**src/rtl/mall_occupancy_counter_pkg.sv**
```systemverilog
// Shared types and helpers for the mall occupancy counter: capacity state
// encoding, a small popcount, and the parameter legality rule.
package mall_pkg;

    typedef enum logic [1:0] {
        OPEN      = 2'd0,
        NEAR_FULL = 2'd1,
        FULL      = 2'd2
    } cap_state_t;

    localparam int MIN_GATES   = 1;
    localparam int MAX_GATES   = 8;
    localparam int MIN_COUNT_W = 3;

    // Counts set bits of an up-to-8-gate event vector.
    function automatic logic [3:0] popcount8(input logic [7:0] v);
        logic [3:0] n;
        n = '0;
        for (int i = 0; i < 8; i++) begin
            n = n + {3'b000, v[i]};
        end
        return n;
    endfunction

    function automatic bit params_legal(input int num_gates, input int count_w,
                                        input int capacity, input int near_thresh,
                                        input int hyst, input int debounce);
        return (num_gates >= MIN_GATES) && (num_gates <= MAX_GATES) &&
               (count_w >= MIN_COUNT_W) && (count_w <= 30) &&
               (capacity < (1 << count_w)) && (near_thresh < capacity) &&
               (hyst < capacity - near_thresh) && (debounce >= 1);
    endfunction

endpackage

```
**src/rtl/mall_occupancy_counter_gate_debounce.sv**
```systemverilog
// One door sensor: 2-flop synchroniser, debounce filter and a one-cycle
// pulse on each debounced rising edge.
module gate_debounce #(
    parameter int DEBOUNCE = 4
) (
    input  logic clock,
    input  logic reset,
    input  logic raw_i,
    output logic event_o
);

    localparam int CW = (DEBOUNCE > 1) ? $clog2(DEBOUNCE) : 1;
    localparam logic [CW-1:0] LAST = CW'(DEBOUNCE - 1);

    logic          sync1_q, sync2_q;
    logic          level_q, level_d;
    logic          armed_q, armed_d;
    logic          event_q, event_d;
    logic [CW-1:0] cnt_q, cnt_d;
    logic          contrary;
    logic          settle;

    // Until a debounced low has been seen after reset the filter behaves as if
    // the level were high, so a sensor held through reset yields no event.
    assign contrary = sync2_q ^ (level_q | ~armed_q);
    assign settle   = contrary && (cnt_q == LAST);

    always_comb begin
        level_d = level_q;
        armed_d = armed_q;
        cnt_d   = '0;
        event_d = settle & sync2_q;
        if (settle) begin
            level_d = sync2_q;
            armed_d = 1'b1;
        end else if (contrary) begin
            cnt_d = cnt_q + CW'(1);
        end
    end

    always_ff @(posedge clock) begin
        if (!reset) begin
            sync1_q <= 1'b0;
            sync2_q <= 1'b0;
            level_q <= 1'b0;
            armed_q <= 1'b0;
            event_q <= 1'b0;
            cnt_q   <= '0;
        end else begin
            sync1_q <= raw_i;
            sync2_q <= sync1_q;
            level_q <= level_d;
            armed_q <= armed_d;
            event_q <= event_d;
            cnt_q   <= cnt_d;
        end
    end

    assign event_o = event_q;

endmodule

```
**src/rtl/mall_occupancy_counter.sv**
```systemverilog
// Multi-gate occupancy counter: nets all gate events per cycle, clamps to
// [0, CAPACITY], and runs a hysteretic capacity FSM driving the door lock.
module mall_occupancy_counter
    import mall_pkg::*;
#(
    parameter int NUM_GATES   = 4,
    parameter int COUNT_W     = 8,
    parameter int CAPACITY    = 200,
    parameter int NEAR_THRESH = 180,
    parameter int HYST        = 10,
    parameter int DEBOUNCE    = 4
) (
    input  logic                 clock,
    input  logic                 reset,
    input  logic [NUM_GATES-1:0] entry_raw,
    input  logic [NUM_GATES-1:0] exit_raw,
    input  logic                 clear_err,
    output logic [COUNT_W-1:0]   occupancy,
    output logic [COUNT_W-1:0]   total_entries,
    output logic                 near_full,
    output logic                 full,
    output logic                 gate_lock,
    output logic                 overflow_err,
    output logic                 underflow_err
);

    localparam bit CFG_OK = params_legal(NUM_GATES, COUNT_W, CAPACITY, NEAR_THRESH, HYST, DEBOUNCE);
    localparam int SW     = COUNT_W + 2;
    localparam logic signed [SW-1:0] CAP_S   = SW'(CAPACITY);
    localparam logic [COUNT_W-1:0]   CAP_U   = COUNT_W'(CAPACITY);
    localparam logic [COUNT_W-1:0]   NEAR_U  = COUNT_W'(NEAR_THRESH);
    localparam logic [COUNT_W-1:0]   LEAVE_U = COUNT_W'(CAPACITY - HYST);

    if (!CFG_OK) begin : g_bad_cfg
        $error("mall_occupancy_counter: illegal parameter combination");
    end

    logic [NUM_GATES-1:0] entry_evt, exit_evt;
    logic [7:0]           entry_pad, exit_pad;
    logic [3:0]           e_cnt, x_cnt;
    logic signed [SW-1:0] x_s, sum_s, app_s;

    logic [COUNT_W-1:0] occupancy_q, occupancy_d;
    logic [COUNT_W-1:0] total_q, total_d, applied;
    cap_state_t         state_q, state_d;
    logic               ovf_q, ovf_d, unf_q, unf_d;
    logic               ovf_evt, unf_evt;

    for (genvar gi = 0; gi < NUM_GATES; gi++) begin : g_gate
        gate_debounce #(.DEBOUNCE(DEBOUNCE)) u_entry (
            .clock(clock), .reset(reset), .raw_i(entry_raw[gi]), .event_o(entry_evt[gi])
        );
        gate_debounce #(.DEBOUNCE(DEBOUNCE)) u_exit (
            .clock(clock), .reset(reset), .raw_i(exit_raw[gi]), .event_o(exit_evt[gi])
        );
    end

    always_comb begin
        entry_pad = '0;
        exit_pad  = '0;
        entry_pad[NUM_GATES-1:0] = entry_evt;
        exit_pad[NUM_GATES-1:0]  = exit_evt;
    end

    assign e_cnt = popcount8(entry_pad);
    assign x_cnt = popcount8(exit_pad);
    assign x_s   = $signed(SW'(x_cnt));
    assign sum_s = $signed({2'b00, occupancy_q}) + $signed(SW'(e_cnt)) - x_s;
    // Entries that fit: whatever brings the count exactly to CAPACITY after exits.
    assign app_s = CAP_S - $signed({2'b00, occupancy_q}) + x_s;

    always_comb begin
        occupancy_d = sum_s[COUNT_W-1:0];
        applied     = COUNT_W'(e_cnt);
        ovf_evt     = 1'b0;
        unf_evt     = 1'b0;
        if (sum_s > CAP_S) begin
            occupancy_d = CAP_U;
            applied     = app_s[COUNT_W-1:0];
            ovf_evt     = 1'b1;
        end else if (sum_s[SW-1]) begin
            occupancy_d = '0;
            unf_evt     = 1'b1;
        end
        total_d = total_q + applied;
        ovf_d   = (ovf_q & ~clear_err) | ovf_evt;
        unf_d   = (unf_q & ~clear_err) | unf_evt;
    end

    always_comb begin
        state_d = state_q;
        case (state_q)
            OPEN: begin
                if (occupancy_d >= CAP_U)       state_d = FULL;
                else if (occupancy_d >= NEAR_U) state_d = NEAR_FULL;
            end
            NEAR_FULL: begin
                if (occupancy_d >= CAP_U)       state_d = FULL;
                else if (occupancy_d < NEAR_U)  state_d = OPEN;
            end
            FULL: begin
                if (occupancy_d < NEAR_U)       state_d = OPEN;
                else if (occupancy_d < LEAVE_U) state_d = NEAR_FULL;
            end
            default: state_d = OPEN;
        endcase
    end

    always_ff @(posedge clock) begin
        if (!reset) begin
            occupancy_q <= '0;
            total_q     <= '0;
            state_q     <= OPEN;
            ovf_q       <= 1'b0;
            unf_q       <= 1'b0;
        end else begin
            occupancy_q <= occupancy_d;
            total_q     <= total_d;
            state_q     <= state_d;
            ovf_q       <= ovf_d;
            unf_q       <= unf_d;
        end
    end

    assign occupancy     = occupancy_q;
    assign total_entries = total_q;
    assign near_full     = (state_q != OPEN);
    assign full          = (state_q == FULL);
    assign gate_lock     = (state_q == FULL);
    assign overflow_err  = ovf_q;
    assign underflow_err = unf_q;

endmodule

```
**config.mk**
```make
export PLATFORM = sky130hd
export DESIGN_NAME = mall_occupancy_counter
export DESIGN_NICKNAME = d
export VERILOG_FILES = /design/src/rtl/mall_occupancy_counter_pkg.sv /design/src/rtl/mall_occupancy_counter_gate_debounce.sv /design/src/rtl/mall_occupancy_counter.sv
export SDC_FILE = /design/constraint.sdc
export NUM_CORES = 1
export LEC_CHECK = 0
export BUFFER_PORTS_ARGS = -buffer_cell sky130_fd_sc_hd__buf_2
export CAP_MARGIN = 20
export CORE_MARGIN = 10
export CORE_UTILIZATION = 54
export DETAILED_ROUTE_END_ITERATION = 12
export HOLD_SLACK_MARGIN = 0.03
export PLACE_DENSITY = 0.76
export SLEW_MARGIN = 30
export SYNTH_ARGS = -nofsm -noshare
export SYNTH_HDL_FRONTEND = slang
export SYNTH_SLANG_ARGS = --single-unit
```
**constraint.sdc**
```tcl
create_clock -name clock -period 5.2 [get_ports clock]
set_input_delay 0.26 -clock clock [delete_from_list [all_inputs] [get_ports clock]]
set_output_delay 0.26 -clock clock [all_outputs]
set_load 0.05 [all_outputs]
```
* After elaboration in Yosys (flattened, before gate mapping)
Cells that the tools add are included.
** Cells by class
- $add $sub $neg :: 19
- Order comparisons :: 5
- Eq/ne operators :: 13
- Multiplexer cells :: 13
- Bitwise logic cells :: 46
- Reductions and logical operators :: 19
** Operators with widths (number)
- two-way mux 8 bit :: 3
- OR reduction 3 bit :: 8
- == test 2 bit (second input constant) :: 9
- inverter 1 bit :: 18
- adder 2 x 1 -> 2 bit (second input constant) :: 8
- >= comparator 8 bit (second input constant) :: 2
- less-than comparator 8 bit (second input constant) :: 2
- two-way mux 2 bit :: 6
- bitwise AND 1 bit :: 10
- greater-than comparator 10 x 9 -> 1 bit (second input constant) :: 1
- OR 1 bit :: 10
- subtractor 9 x 4 -> 10 bit :: 1
- adder 8 x 4 -> 9 bit :: 1
- adder 3 x 1 -> 4 bit :: 2
- adder 8 x 5 -> 8 bit :: 1
- adder 8 bit :: 1
- logical AND 1 bit :: 8
- subtractor 8 bit (first input constant) :: 1
- bitwise XOR 1 bit :: 8
- adder 2 x 1 -> 3 bit :: 2
- != test 3 bit (second input constant) :: 2
- one-hot mux 2 bit (3 select lines) :: 1
- adder 1 x 1 -> 2 bit :: 2
- two-way mux 1 bit :: 3
- other kinds (5) :: 5
** Word-level totals
- Register bits :: 76
- Input port bits :: 11
- Output and inout port bits :: 21
- Logic and storage cells :: 168

* Longest topological paths before layout
- Word-level depth :: 11
- Depth in mapped cells :: 27

* Modules after synthesis
A second synthesis with hierarchy kept.
** Second synthesis, totals
- Cells, all modules :: 422
- Area total of the unflattened synthesis :: 4002.6 um2
** Modules (own cells, without submodules)
- mall_occupancy_counter :: instances 1, cells each 254, area each 2070.7 um2, seq. area each 400.4 um2
- gate_debounce :: instances 8, cells each 21, area each 241.5 um2, seq. area each 140.1 um2

* Worst setup path after synthesis
No wires, ideal clock.
- Path kind :: flip-flop to flip-flop
- Start :: register g_gate[0].u_entry.event_q
- End :: register total_q[7], in the netlist total_entries[7]
- Setup time :: 0.118 ns
- Data arrival time :: 5.223 ns
- Setup slack :: -0.142 ns
- Stages on the path, launching flop included :: 25
- Path buffers :: 0
- Period minus slack after synthesis :: 5.342 ns
- Path through :: dfxtp_1 -> inv_1 -> fa_1 -> inv_1 -> ha_1 -> ha_1 -> inv_1 -> fa_1 -> inv_1 -> ha_1 -> a211o_1 -> or3_1 -> a2bb2oi_1 -> a22oi_1 -> o31ai_4 -> nand2_4 -> mux2_4 -> ha_1 -> a21o_1 -> a211oi_1 -> o21ai_0 -> o211ai_1 -> xnor2_1 -> nor4_1 -> nand2b_1
** On the way
- Cells in the longest elaborated chain, start to end :: 8
** Ends and longest elaborated chain
- start: declaration :: line mall_occupancy_counter_gate_debounce.sv:18 : logic event_q, event_d;
- start signal: assignment :: line mall_occupancy_counter_gate_debounce.sv:54 : event_q <= event_d;
- adder 1 x 1 -> 2 bit * :: line mall_occupancy_counter_pkg.sv:20 : n = n + {3'b000, v[i]};
- adder 2 x 1 -> 3 bit * :: line mall_occupancy_counter_pkg.sv:20
- adder 3 x 1 -> 4 bit * :: line mall_occupancy_counter_pkg.sv:20
- adder 8 x 4 -> 9 bit :: line mall_occupancy_counter.sv:68 : assign sum_s = $signed({2'b00, occupancy_q}) + $signed(SW'(e_cnt)) - x_s;
- subtractor 9 x 4 -> 10 bit :: line mall_occupancy_counter.sv:68
- greater-than comparator 10 x 9 -> 1 bit :: line mall_occupancy_counter.sv:77 : if (sum_s > CAP_S) begin
- two-way mux 8 bit * :: line mall_occupancy_counter.sv:77
- adder 8 bit * :: line mall_occupancy_counter.sv:85 : total_d = total_q + applied;
- end signal: assignment :: line mall_occupancy_counter.sv:118 : total_q <= total_d;
- end: declaration :: line mall_occupancy_counter.sv:44 : logic [COUNT_W-1:0] total_q, total_d, applied;
Mark *: on every way between the ends. The rest lies on a longest branch, timed or not.
A chain may end at the register's enable or synchronous reset.

* Worst setup path in the final report
- Start :: register g_gate[3].u_entry.event_q
- End :: register total_q[7], in the netlist total_entries[7]
** On the way
- Cells in the longest elaborated chain, start to end :: 6
** Ends and longest elaborated chain (line)
- start: declaration :: mall_occupancy_counter_gate_debounce.sv:18
- start signal: assignment :: mall_occupancy_counter_gate_debounce.sv:54
- adder 3 x 1 -> 4 bit * :: mall_occupancy_counter_pkg.sv:20
- adder 8 x 4 -> 9 bit :: mall_occupancy_counter.sv:68
- subtractor 9 x 4 -> 10 bit :: mall_occupancy_counter.sv:68
- greater-than comparator 10 x 9 -> 1 bit :: mall_occupancy_counter.sv:77
- two-way mux 8 bit * :: mall_occupancy_counter.sv:77
- adder 8 bit * :: mall_occupancy_counter.sv:85
Marked as above.

==> impl_metrics.env <==
export IMPL_outcome="finished, violations left"
export IMPL_violations_in_the_final_reports="negative setup slack"
export IMPL_cts_max_path_buffers=2
export IMPL_via_count=2983
export IMPL_numCtsBuffers=9
export IMPL_grt_first_pass_wirelength_um=13800
export IMPL_worst_slew_margin_rel_pct=42.1
export IMPL_antenna_found_initial=0
export IMPL_root_buffer="sky130_fd_sc_hd__clkbuf_8"
export IMPL_detail_route_first_pass_iterations=4
export IMPL_globalRoute_totalOverflow=0
export IMPL_clk_pin_slew_ns=0.08
export IMPL_worst_ep_required_time_ns=5.44
export IMPL_effective_utilization_at_floorplan_pct=56.7
export IMPL_hold_path_class="in -> reg"
export IMPL_timing_final_hold_violations=0
export IMPL_pin_count=32
export IMPL_reg2reg_from="g_gate[3].u_entry.event_o"
export IMPL_synth_area_leaders="sky130_fd_sc_hd__dfxtp_1 39%, sky130_fd_sc_hd__ha_1 12%, sky130_fd_sc_hd__nor2_1 4.9%"
export IMPL_drt_vias_per_instance=5.11
export IMPL_timing_critical_path_to_type="flip-flop"
export IMPL_timing_final_crit_share_pct=101
export IMPL_power_density_cell_area_nw_per_um2=619
export IMPL_die_area_um2=11100
export IMPL_std_cell_rows=30
export IMPL_setup_viol_count_final=2
export IMPL_clkLatencyLatePin_ns=0.34
export IMPL_yosys_cell_types_count=56
export IMPL_async_flop_share_pct=0
export IMPL_via_count_of_the_first_global_routing_pass=2990
export IMPL_critical_path_peak_fanout=5
export IMPL_synth_most_common_cell="sky130_fd_sc_hd__dfxtp_1"
export IMPL_design_area_um2=4680
export IMPL_yosysTopAreaCellShare_pct=38.8
export IMPL_fin_tns_setup_ns=-0.0514
export IMPL_critical_path_arrival_ns=5.48
export IMPL_critical_path_endpoint="total_entries[7]"
export IMPL_post_drt_wl_per_cell_um=13.8
export IMPL_clock_skew_final_ns=0.00804
export IMPL_synth_avg_cell_area_um2=9.26
export IMPL_post_cts_hold_buffer_count=0
export IMPL_critPathKind="reg -> reg"
export IMPL_detailedRoute_firstIterationViolations=86
export IMPL_fraction_of_layout_cells_with_a_size_suffix_above_1_pct=23.4
export IMPL_wl_met2_um=4030
export IMPL_fp_dieH_um=105
export IMPL_gp_congestion=0.905
export IMPL_synth_warnings=0
export IMPL_place_area_um2=4370
export IMPL_slew_viol_final=0
export IMPL_layout_core_utilization_pct=67.8
export IMPL_highest_layer="met4"
export IMPL_power_static_leakage_nw=2.12
export IMPL_yosysSeqAreaShare_pct=38.8
export IMPL_wl_on_met1_um=3640
export IMPL_core_area_um2=6910
export IMPL_antenna_fix_cells=0
export IMPL_ctsHtreeMaxLevel=3
export IMPL_critPathLaunch="g_gate[3].u_entry.event_o"
export IMPL_setup_slack_ns=-0.0408
export IMPL_clk_sink_count=76
export IMPL_timing_critical_path_from_type="flip-flop"
export IMPL_synth_main_ff_cell="sky130_fd_sc_hd__dfxtp_1"
export IMPL_route_met3_wl_um=287
export IMPL_mappedNetlistNets=478
export IMPL_grt_usage_pct=14.7
export IMPL_nFillCells=585
export IMPL_ys_ff_latch=76
export IMPL_number_of_cells_on_the_worst_hold_path=2
export IMPL_post_route_min_period_ns=5.24
export IMPL_tritoncts="built"
export IMPL_peak_supply_drop_mv=0.303
export IMPL_placement_io_buffers=31
export IMPL_max_freq_ghz=0.191
export IMPL_chipWidth_um=105
export IMPL_synth_cell_area_um2=3920
export IMPL_drv_max_cap_violation_count=0
export IMPL_largest_net_degree_at_the_start_of_global_routing=35
export IMPL_synth_enable_flop_cells=0
export IMPL_detailed_route_wire_length_um=8070
export IMPL_yosys_top_cells_count="76 x sky130_fd_sc_hd__dfxtp_1, 51 x sky130_fd_sc_hd__nor2_1, 47 x sky130_fd_sc_hd__inv_1"
export IMPL_drt_antenna_violating_nets=0
export IMPL_synth_area_leader_cell="sky130_fd_sc_hd__dfxtp_1"
export IMPL_hpwl_dp_um=6090
export IMPL_postSynthCellCount=423
export IMPL_worst_r2r_endpoint="total_entries[7]"
export IMPL_reg2reg_slack_ns=-0.04
export IMPL_worst_pin_slew_ns=0.863
export IMPL_rsz0062_at_grt="true"
export IMPL_post_route_drc_count=0
export IMPL_rr_worst_depth=24
export IMPL_nNetsFinal=538
export IMPL_synthToLayoutAreaGrowth_pct=19.5
cells in the final DEF (no fill, tap or decap), types with 3 or more instances in the layout:
| cell | n |
|---|---|
| sky130_fd_sc_hd__a21o_1 | 5 |
| sky130_fd_sc_hd__nor2_1 | 51 |
| sky130_fd_sc_hd__nor2b_1 | 20 |
| sky130_fd_sc_hd__inv_2 | 4 |
| sky130_fd_sc_hd__clkbuf_8 | 9 |
| sky130_fd_sc_hd__nand3_1 | 5 |
| sky130_fd_sc_hd__o211ai_1 | 3 |
| sky130_fd_sc_hd__buf_2 | 31 |
| sky130_fd_sc_hd__nand2_1 | 6 |
| sky130_fd_sc_hd__inv_1 | 42 |
| sky130_fd_sc_hd__xnor2_1 | 17 |
| sky130_fd_sc_hd__dfxtp_1 | 75 |
| sky130_fd_sc_hd__xor2_1 | 4 |
| sky130_fd_sc_hd__nand3b_1 | 6 |
| sky130_fd_sc_hd__nor3_1 | 11 |
| sky130_fd_sc_hd__nand2b_1 | 7 |
| sky130_fd_sc_hd__fa_1 | 5 |
| sky130_fd_sc_hd__or3_1 | 5 |
| sky130_fd_sc_hd__buf_4 | 28 |
| sky130_fd_sc_hd__and2_1 | 19 |
| sky130_fd_sc_hd__a21oi_2 | 3 |
| sky130_fd_sc_hd__ha_2 | 3 |
| sky130_fd_sc_hd__ha_1 | 30 |
| sky130_fd_sc_hd__a21oi_1 | 23 |
| sky130_fd_sc_hd__nand4_1 | 4 |
| sky130_fd_sc_hd__o21ai_0 | 7 |
| sky130_fd_sc_hd__ha_4 | 4 |
| sky130_fd_sc_hd__and4_1 | 6 |
per-layer routing:
layer / GRT usage (%) / up-vias
met4: 4.41 / 0
li1: - / 1538
met2: 25.7 / 50
met5: 0 / -
met3: 3.44 / 12
met1: 17.5 / 1383
metrics by stage:
stage | hold slack [ns] | setup WS, ns | cells | power [mW]
floorplan | 0.387 | -0.00159 | 423 | 1.90
global placement | 0.405 | -0.0871 | 562 | 2.32
detailed placement | 0.411 | -0.241 | 562 | 2.35
CTS | 0.107 | -0.0986 | 582 | 2.85
global route | 0.118 | -0.357 | 584 | 3.11
finish | 0.121 | -0.0408 | 584 | 2.90
cell families (layout without fill, tap and decap cells):
logic type | after synthesis | in the layout | share of synthesized area (%)
DFF | 76 | 76 | 38.8
adders and majority gates | 44 | 44 | 15.4
muxes | 4 | 4 | 1.15
xor gates and xnor gates | 24 | 24 | 6.23
and+or+nand+nor | 157 | 157 | 22.0
buffers and inverters | 57 | 122 | 5.62
AOI/OAI and AO/OA | 61 | 61 | 10.8
final cells by class:
type	instances	area [um^2]	share of cell area [%]
Clock inverter	6	65.1	1.39
Sequential cell	76	1520	32.5
Multi-Input combinational cell	290	2300	49.2
Tap cell	96	120	2.57
Timing Repair Buffer	59	365	7.81
Inverter	47	176	3.77
Clock buffer	10	128	2.73
report_power, final:
group | internal, mW | total, mW | switching, mW | leakage [nW]
logic | 0.791 | 1.76 | 0.970 | 1.40
registers | 0.655 | 0.698 | 0.0430 | 0.623
clock network | 0.222 | 0.439 | 0.217 | 0.0962
total | 1.67 | 2.90 | 1.23 | 2.12
critical path: stages (launching register included):
cell and delay [ns]:
sky130_fd_sc_hd__dfxtp_2 0.32, sky130_fd_sc_hd__inv_2 0.03, sky130_fd_sc_hd__fa_1 0.52, sky130_fd_sc_hd__inv_1 0.04, sky130_fd_sc_hd__ha_2 0.17, sky130_fd_sc_hd__ha_4 0.27, sky130_fd_sc_hd__inv_2 0.03, sky130_fd_sc_hd__fa_1 0.46
sky130_fd_sc_hd__buf_4 0.16, sky130_fd_sc_hd__fa_2 0.34, sky130_fd_sc_hd__nand2b_4 0.16, sky130_fd_sc_hd__a2111oi_4 0.35, sky130_fd_sc_hd__or2_4 0.22, sky130_fd_sc_hd__xnor2_4 0.08, sky130_fd_sc_hd__o31ai_4 0.28, sky130_fd_sc_hd__nand2_4 0.11
sky130_fd_sc_hd__mux2_4 0.34, sky130_fd_sc_hd__ha_4 0.21, sky130_fd_sc_hd__a21o_1 0.17, sky130_fd_sc_hd__a211oi_2 0.24, sky130_fd_sc_hd__o21ai_1 0.10, sky130_fd_sc_hd__o211ai_1 0.12, sky130_fd_sc_hd__xnor2_1 0.17, sky130_fd_sc_hd__nor4_1 0.07
sky130_fd_sc_hd__nand2b_1 0.17
how the worst min path moves through the flow:
stage                                    startpoint                        end
final                                   exit_raw[3]   g_gate[3].u_exit.sync1_q
after global routing                   entry_raw[3]  g_gate[3].u_entry.sync1_q
after CTS                               exit_raw[3]   g_gate[3].u_exit.sync1_q
after detailed placement  g_gate[3].u_exit.cnt_q[0]  g_gate[3].u_exit.cnt_q[0]
after global placement    g_gate[2].u_exit.cnt_q[0]  g_gate[2].u_exit.cnt_q[0]
after floorplan                        entry_raw[0]  g_gate[0].u_entry.sync1_q
state kept, by name, indices dropped and copies added (netlist names), 4 cells and up:
name,flops
occupancy,8
g_gate.u_exit.level_q,4
total_entries,8
g_gate.u_entry.sync1_q,4
g_gate.u_entry.level_q,4
g_gate.u_exit.cnt_q,8
g_gate.u_exit.sync1_q,4
g_gate.u_exit.event_o,4
g_gate.u_entry.armed_q,4
g_gate.u_entry.event_o,4
g_gate.u_entry.cnt_q,8
g_gate.u_exit.sync2_q,4
g_gate.u_entry.sync2_q,4
g_gate.u_exit.armed_q,4
repair_timing:
action	CTS	global route
buffers inserted	4	2
setup endpoints to repair	3	4
resized for setup	12	7
pin swaps	19	8
Power figures use the tool's default switching activity.
